File: src/rtl/rf_pkg.sv
// Shared defaults and helpers for the multi-port register file family.
package rf_pkg;

   localparam int RF_XLEN_DEF  = 32;
   localparam int RF_NREGS_DEF = 32;

   function automatic int rf_aw(input int nregs);
      return $clog2(nregs);
   endfunction

endpackage

File: src/rtl/rf_mp_sb_scoreboard.sv
// Per-register busy bits: issue sets, write-back clears, set wins on collision.
module rf_scoreboard
   import rf_pkg::*;
#(
   parameter int  NREGS = RF_NREGS_DEF,
   parameter int  NWR   = 2,
   localparam int AW    = rf_aw(NREGS)
) (
   input  logic              i_clk,
   input  logic              i_rst,
   input  logic              i_set_en,
   input  logic [AW-1:0]     i_set_addr,
   input  logic [NWR-1:0]    i_clr_en,
   input  logic [NWR*AW-1:0] i_clr_addr,
   output logic [NREGS-1:0]  o_busy
);

   logic [NREGS-1:0] busy_q;
   logic [NREGS-1:0] busy_d;

   always_comb begin
      busy_d = busy_q;
      for (int w = 0; w < NWR; w++) begin
         if (i_clr_en[w]) begin
            busy_d[i_clr_addr[w*AW +: AW]] = 1'b0;
         end
      end
      if (i_set_en) begin
         busy_d[i_set_addr] = 1'b1;
      end
      busy_d[0] = 1'b0;
   end

   always_ff @(posedge i_clk or posedge i_rst) begin
      if (i_rst) begin
         busy_q <= '0;
      end else begin
         busy_q <= busy_d;
      end
   end

   assign o_busy = busy_q;

endmodule

File: src/rtl/rf_mp_sb.sv
// Multi-port register file with x0 hardwired to zero and optional forwarding.
// Busy-bit scoreboard is built only when RF_SCOREBOARD_EN is defined.
module rf_mp_sb
   import rf_pkg::*;
#(
   parameter int  XLEN      = RF_XLEN_DEF,
   parameter int  NREGS     = RF_NREGS_DEF,
   parameter int  NRD       = 2,
   parameter int  NWR       = 2,
   parameter int  BYPASS_EN = 0,
   localparam int AW        = rf_aw(NREGS)
) (
   input  logic                i_clk,
   input  logic                i_rst,
   input  logic [NRD*AW-1:0]   i_raddr,
   output logic [NRD*XLEN-1:0] o_rdata,
   output logic [NRD-1:0]      o_rbusy,
   input  logic [NWR-1:0]      i_wen,
   input  logic [NWR*AW-1:0]   i_waddr,
   input  logic [NWR*XLEN-1:0] i_wdata,
   input  logic                i_iss_en,
   input  logic [AW-1:0]       i_iss_rd,
   output logic                o_iss_stall,
   output logic                o_wr_conflict
);

   logic [XLEN-1:0] regs_q [NREGS];
   logic [AW-1:0]   waddr [NWR];
   logic [XLEN-1:0] wdata [NWR];
   logic [NWR-1:0]  wvalid;
   logic [AW-1:0]   raddr [NRD];
   logic [NRD-1:0]  fwd_hit;
   logic            wr_conflict_d;
   logic            wr_conflict_q;

   genvar gi;

   // A write only counts when enabled and aimed at a real register.
   generate
      for (gi = 0; gi < NWR; gi++) begin : g_wr
         assign waddr[gi]  = i_waddr[gi*AW +: AW];
         assign wdata[gi]  = i_wdata[gi*XLEN +: XLEN];
         assign wvalid[gi] = i_wen[gi] && (waddr[gi] != '0);
      end
   endgenerate

   // Higher-numbered ports are applied last, so port 1 wins a same-address write.
   always_ff @(posedge i_clk or posedge i_rst) begin
      if (i_rst) begin
         for (int r = 0; r < NREGS; r++) begin
            regs_q[r] <= '0;
         end
      end else begin
         for (int w = 0; w < NWR; w++) begin
            if (wvalid[w]) begin
               regs_q[waddr[w]] <= wdata[w];
            end
         end
      end
   end

   generate
      if (NWR > 1) begin : g_conf
         assign wr_conflict_d = wvalid[0] && wvalid[1] && (waddr[0] == waddr[1]);
      end else begin : g_noconf
         assign wr_conflict_d = 1'b0;
      end
   endgenerate

   always_ff @(posedge i_clk or posedge i_rst) begin
      if (i_rst) begin
         wr_conflict_q <= 1'b0;
      end else begin
         wr_conflict_q <= wr_conflict_d;
      end
   end

   assign o_wr_conflict = wr_conflict_q;

   generate
      for (gi = 0; gi < NRD; gi++) begin : g_rd
         logic            hit;
         logic [XLEN-1:0] fwd_data;

         assign raddr[gi] = i_raddr[gi*AW +: AW];

         always_comb begin
            hit      = 1'b0;
            fwd_data = '0;
            for (int w = 0; w < NWR; w++) begin
               if (wvalid[w] && (waddr[w] == raddr[gi])) begin
                  hit      = 1'b1;
                  fwd_data = wdata[w];
               end
            end
         end

         assign fwd_hit[gi] = (BYPASS_EN != 0) && hit;
         assign o_rdata[gi*XLEN +: XLEN] = fwd_hit[gi] ? fwd_data :
                                           (raddr[gi] == '0) ? {XLEN{1'b0}} : regs_q[raddr[gi]];
      end
   endgenerate

`ifdef RF_SCOREBOARD_EN
   logic [NREGS-1:0] busy;
   logic [NWR-1:0]   wr_to_iss;
   logic             iss_stall;
   logic             iss_set;

   rf_scoreboard #(
      .NREGS (NREGS),
      .NWR   (NWR)
   ) u_scoreboard (
      .i_clk      (i_clk),
      .i_rst      (i_rst),
      .i_set_en   (iss_set),
      .i_set_addr (i_iss_rd),
      .i_clr_en   (wvalid),
      .i_clr_addr (i_waddr),
      .o_busy     (busy)
   );

   generate
      for (gi = 0; gi < NWR; gi++) begin : g_iss_hit
         assign wr_to_iss[gi] = wvalid[gi] && (waddr[gi] == i_iss_rd);
      end
      for (gi = 0; gi < NRD; gi++) begin : g_rbusy
         assign o_rbusy[gi] = busy[raddr[gi]] && !fwd_hit[gi];
      end
   endgenerate

   // With forwarding, a result landing this cycle resolves the WAW hazard.
   assign iss_stall   = i_iss_en && busy[i_iss_rd] && !((BYPASS_EN != 0) && (|wr_to_iss));
   assign iss_set     = i_iss_en && (i_iss_rd != '0) && !iss_stall;
   assign o_iss_stall = iss_stall;
`else
   logic unused_iss;
   assign unused_iss  = ^{i_iss_en, i_iss_rd};
   assign o_rbusy     = '0;
   assign o_iss_stall = 1'b0;
`endif

endmodule

File: config.mk
export PLATFORM = sky130hd
export DESIGN_NAME = rf_mp_sb
export DESIGN_NICKNAME = d
export VERILOG_FILES = /design/src/rtl/rf_pkg.sv /design/src/rtl/rf_mp_sb_scoreboard.sv /design/src/rtl/rf_mp_sb.sv
export SDC_FILE = /design/constraint.sdc
export NUM_CORES = 2
export LEC_CHECK = 0
export ABC_CLOCK_PERIOD_IN_PS = 42600
export CAP_MARGIN = 0
export CORE_MARGIN = 2
export CORE_UTILIZATION = 40
export CTS_BUF_LIST = sky130_fd_sc_hd__clkbuf_8
export DETAILED_ROUTE_END_ITERATION = 6
export GPL_TIMING_DRIVEN = 0
export PLACE_DENSITY = 0.59
export SETUP_SLACK_MARGIN = 0.2
export SLEW_MARGIN = 20
export SYNTH_ARGS = -nofsm -noshare
export SYNTH_HDL_FRONTEND = slang
export SYNTH_SLANG_ARGS = --single-unit
File: constraint.sdc
create_clock -name i_clk -period 42.6 [get_ports i_clk]
set_input_delay 6.39 -clock i_clk [delete_from_list [all_inputs] [get_ports i_clk]]
set_output_delay 6.39 -clock i_clk [all_outputs]
set_load 0.005 [all_outputs]
# Word level (Yosys, flattened, before mapping)
# Index checks and enable logic that the tools add are counted.
# op_classes
order_cmp,6
eq_ne,1
n_mux,16
bitwise,4
n_reduce_logical,10
# op_table
cell,count
$bwmux 1024,2
$mux 1024,2
$bmux 32 s5,2
$demux 32 s5,2
$mux 32,8
$ge 6x6->1 const B,4
$not 5->6,4
$lt 6x1->1 const B,2
$logic_not 5->1,2
$reduce_bool 5->1,2
$logic_and 1x1->1,6
$eq 5x5->1,1
# totals
reg_bits,1025
input_bits,94
output_inout_bits,68
word_cells,70

# Depth between registers and ports, before layout
# depth
depth_word,9
ltp_mapped,9

# Worst setup path before layout
# No wires, ideal clock.
# synth_timing
path_kind,input to output
from,input i_raddr[2]
to,output o_rdata[21]
arrival_ns,8.014
t_required_ns,36.210
setup_slack_ns,28.196
cell_stages,7
n_path_buf,3
cell_sequence,buf_2 buf_2 buf_1 mux4_2 a22o_1 a2111oi_0 nor3_1
# synth_between
elab_chain_len,5
word_cells_on_any_way,6
cone_classes,mux (4); bitwise (1); reduce/logical (1)
# synth_lines
element,line,rtl
"start, declared",rf_mp_sb.sv:15,"input logic [NRD*AW-1:0] i_raddr,"
$not 5->6 (implied by the code),rf_mp_sb.sv:100,(raddr[gi] == '0) ? {XLEN{1'b0}} : regs_q[raddr[gi]];
$bmux 32 s5,rf_mp_sb.sv:100,
$mux 32 (implied by the code) (2 in a row),rf_mp_sb.sv:100,
$mux 32 *,rf_mp_sb.sv:100,
"end, declared",rf_mp_sb.sv:16,"output logic [NRD*XLEN-1:0] o_rdata,"
# Every way passes the cells marked *; elsewhere a longest branch is shown, timed or not. The select of a mux whose other input is x is not followed.

# Final worst setup path
# layout_timing
from,input i_raddr[5]
to,output o_rdata[58]
# The elaborated chain is that of the path after synthesis.

==> run summary <==
The leading area contributor after synthesis was dfrtp_1. For hold timing, the worst endpoint is regs_q[1015]$_DFF_PP0_. In this run the deepest clock path goes through 3 buffers.

In this run the critical register-to-register path is captured at regs_q[716]$_DFF_PP0_. The total area inside the core boundary comes to 158000 sq um. The wire length reported by the detailed router is 339000 um, and the area growth from synthesis to final layout is 14.0%. The critical path goes through clkdlybuf4s50_1, buf_2, buf_2, buf_1, buf_2, a211oi_1, nor4_1, clkdlybuf4s50_1. STA puts the critical path data arrival time at 11.63 ns.

The later pin in the worst-skew pair is clocked with a latency of 0.98 ns. The synthesized netlist contains 61 unique library cells. The run gives 0 as the total of warnings raised by yosys.

The number of cells upsized or downsized after cts was 0. Clock-pin slew was measured on the worst setup and hold paths at 0.06 ns. The worst relative slew slack was 8.75%. In this run the vertical extent of the chip is 402 um. The worst setup slack for register-to-register paths was 41.63 ns. The wire length of the first global-routing pass is 457000 um, and the hold-critical path depth is 1.

The vias per cell was 6.62. For the via count of the first global-routing pass, the log shows 53600. The detail route stage leaves a number of antenna-violating nets equal to 0.

The tools report the static leakage power as 30.7 nW. The floorplan has 146 rows. Cell with the biggest individual delay on the critical path: nor4_1.

The run gives 1.04 as the final estimated routing congestion in global placement. The cell repeated most along the worst path was buf_2. Hold repair after CTS inserted 0 buffers.

In this run the worst hold path is classified as register to register. STA classifies the critical path endpoint as a primary output. After global routing the overflow that remains totals 0. The logs give 41.1% for the global-route total usage across every layer and 162000 sq um for the area of the die. The clock root buffer master is clkbuf_8. Input and output buffers added on the ports amount to 140.

The largest vdd supply drop was 0.0358 mV. After synthesis, flip-flops and latches occupy 40.4% of the total area. The final number of setup-violating endpoints is 0, and the data required time of the worst path is 36.21 ns. The average size of a mapped cell was 10.5 sq um; the fraction of synthesis flops using an asynchronous set or reset pin was 100%. Total standard cell area after synthesis: 63500 sq um. The flow ran to the end, but the final reports show violations.

The total negative slack for setup checks was 0 ns. The via count of the routed design came out at 57100. The primary flip-flop cell chosen by synthesis mapping was dfrtp_1. By area the synthesized netlist is led by dfrtp_1, mux2i_1, mux4_2. The logs give 264000 um for the detailed placer's ending HPWL and 68100 sq um for the cell area after placement. Counting cells, the worst reg-to-reg path comes to 2. Based on the critical path, the design can be clocked at up to 55.5 MHz. From left edge to right edge, the die measures 402 um. Number of max-cap violations: 0. The tools report the clock sink count as 1025.

Once layout is complete, the utilization of the core stands at 45.8%. Worst flop-to-flop path startpoint: regs_q[716]$_DFF_PP0_. The critical path class is primary input to primary output. For the number of remaining DRC errors, the log shows 1. After the last flow step, the layout net total stands at 6479. Entering global routing, the biggest net connects 105 pins. The logs give 0 for the number of hold violations in the final report and 72400 sq um for the post-route cell area. The startpoint identified for the worst hold timing path is regs_q[1015]$_DFF_PP0_. The initial utilization of the core area, before any placement, comes to 40.2%. The final reports fail on design-rule violations.

In this run, CTS created clock tree buffers numbering 192. The fraction of final layout cells with drive strength greater than 1 is 16.3%. The clock arrives with 0 ns of skew. The ratio of final minimum period to clock period works out to 42.3%.

The number of antenna violations at the first check in global routing was 20. For the pin with the worst max-slew slack, the measured transition is 1.37 ns. The delay of the slowest cell on the worst path was 1.07 ns; the routed wirelength normalized by instance count was 39.4 um.

For this block, the initial DRC count from the detailed router was 8651. The clock period could shrink to 18.02 ns. Synthesis inferred 1025 register bits. For the instance count of the mapped netlist, the log shows 6021. Setup repair after global routing left no endpoint under its margin. The tools report the number of H-tree levels as 4. TritonCTS built the clock tree. The worst setup path is launched from a primary input. The maximum fanout along the worst path is 10, and the length of the first detailed-routing pass in iterations is 7. Summed over its instances, the top area cell type makes up 40.4% of the synthesized netlist area.

During I/O placement, the number of pins put on the boundary was 162. After clock tree synthesis, the setup repair step added 0 buffers. The power density of the placed cells was 48.2 nW/um^2. Yosys mapped a number of flops with a built-in enable equal to 0.

For the max-slew violation total from the final report, the log shows 0.
[logic make-up after synthesis]
kind of cell / synth area share (%)
flops: 40.4
xor+xnor: 0.0552
simple gates: 8.14
mux: 34.2
compound gates: 12.1
other cells: 0.00591
buf+inv: 5.03
[how the worst max path moves through the flow]
stage / slack (ns) / to / cells past startpoint / start
after floorplan: 7.37 / o_wr_conflict$_DFF_PP0_ / 1 / i_rst
after global placement: -7.42 / regs_q[974]$_DFF_PP0_ / 2 / i_rst
after detailed placement: 24.89 / o_rdata[58] / 8 / i_raddr[5]
after global routing: 24.84 / o_rdata[58] / 8 / i_raddr[5]
after CTS: 24.88 / o_rdata[58] / 8 / i_raddr[5]
final: 24.58 / o_rdata[58] / 8 / i_raddr[5]
[cell usage after synthesis, drive strengths merged (14+ instances only)]
cell type	n
o32ai	14
o22ai	47
a22oi	66
a2111oi	26
clkbuf	522
a211oi	47
and2	19
mux2i	1204
nor4	16
nor3	51
a32oi	38
o21ai	481
nand2	506
a21oi	548
mux2	36
o221ai	26
dfrtp	1025
nor2b	41
buf	225
mux4	411
a22o	51
nor2	546
[sequential cells by signal, indices dropped and copies added (netlist names)]
signal         count
o_wr_conflict      1
regs_q          1024
[cells in the final DEF (no fill, tap or decap), types with 46 or more instances in the layout]
master,n
a22o_1,51
o22ai_1,47
clkbuf_8,249
dfrtp_1,1025
inv_1,55
nor3_1,46
buf_2,162
a21oi_1,548
a22oi_1,66
clkbuf_1,480
mux4_2,411
nor2_1,535
mux2i_1,1204
clkdlybuf4s50_1,140
nand2_1,506
o21ai_0,451
[cell type report]
cell class	instances	area, sq um
Tap cell	2072	2590
Clock buffer	249	3430
Fill cell	14900	85700
Timing Repair Buffer	168	1900
Multi-Input combinational cell	4249	34800
Sequential cell	1025	25600
Buffer	747	3250
Clock inverter	101	688
Antenna cell	14	35.0
Inverter	2	15.0
[where the power goes]
part | total, mW | switching, mW | internal [mW] | leakage (nW)
Clock | 1.06 | 0.504 | 0.554 | 2.35
Sequential | 1.50 | 0.275 | 1.22 | 12.5
Combinational | 0.932 | 0.485 | 0.447 | 15.8
[critical path: cells and delay by family]
kind | cells | cell delay (ns)
compound gates | 1 | 0.36
simple gates | 1 | 1.07
buf+inv | 6 | 3.78
[per-layer routing]
layer	vias to the layer above	GRT usage [%]	wire length, um
met1	29000	54.4	131000
met3	901	17.0	47500
met5	-	0	102
met4	10	23.4	23000
met2	4352	56.4	138000
li1	22800	-	-
[through the flow]
step	setup WS (ns)	hold slack (ns)	instances	power [mW]
after floorplan	7.37	0.441	6023	1.98
after global routing	24.84	0.503	8614	3.59
after global placement	-7.42	0.459	8235	2.34
after CTS	24.88	0.483	8611	3.43
after detailed placement	24.89	0.469	8261	2.38
final	24.58	0.483	8627	3.49
No activity file was read; power rests on OpenSTA's default activity.
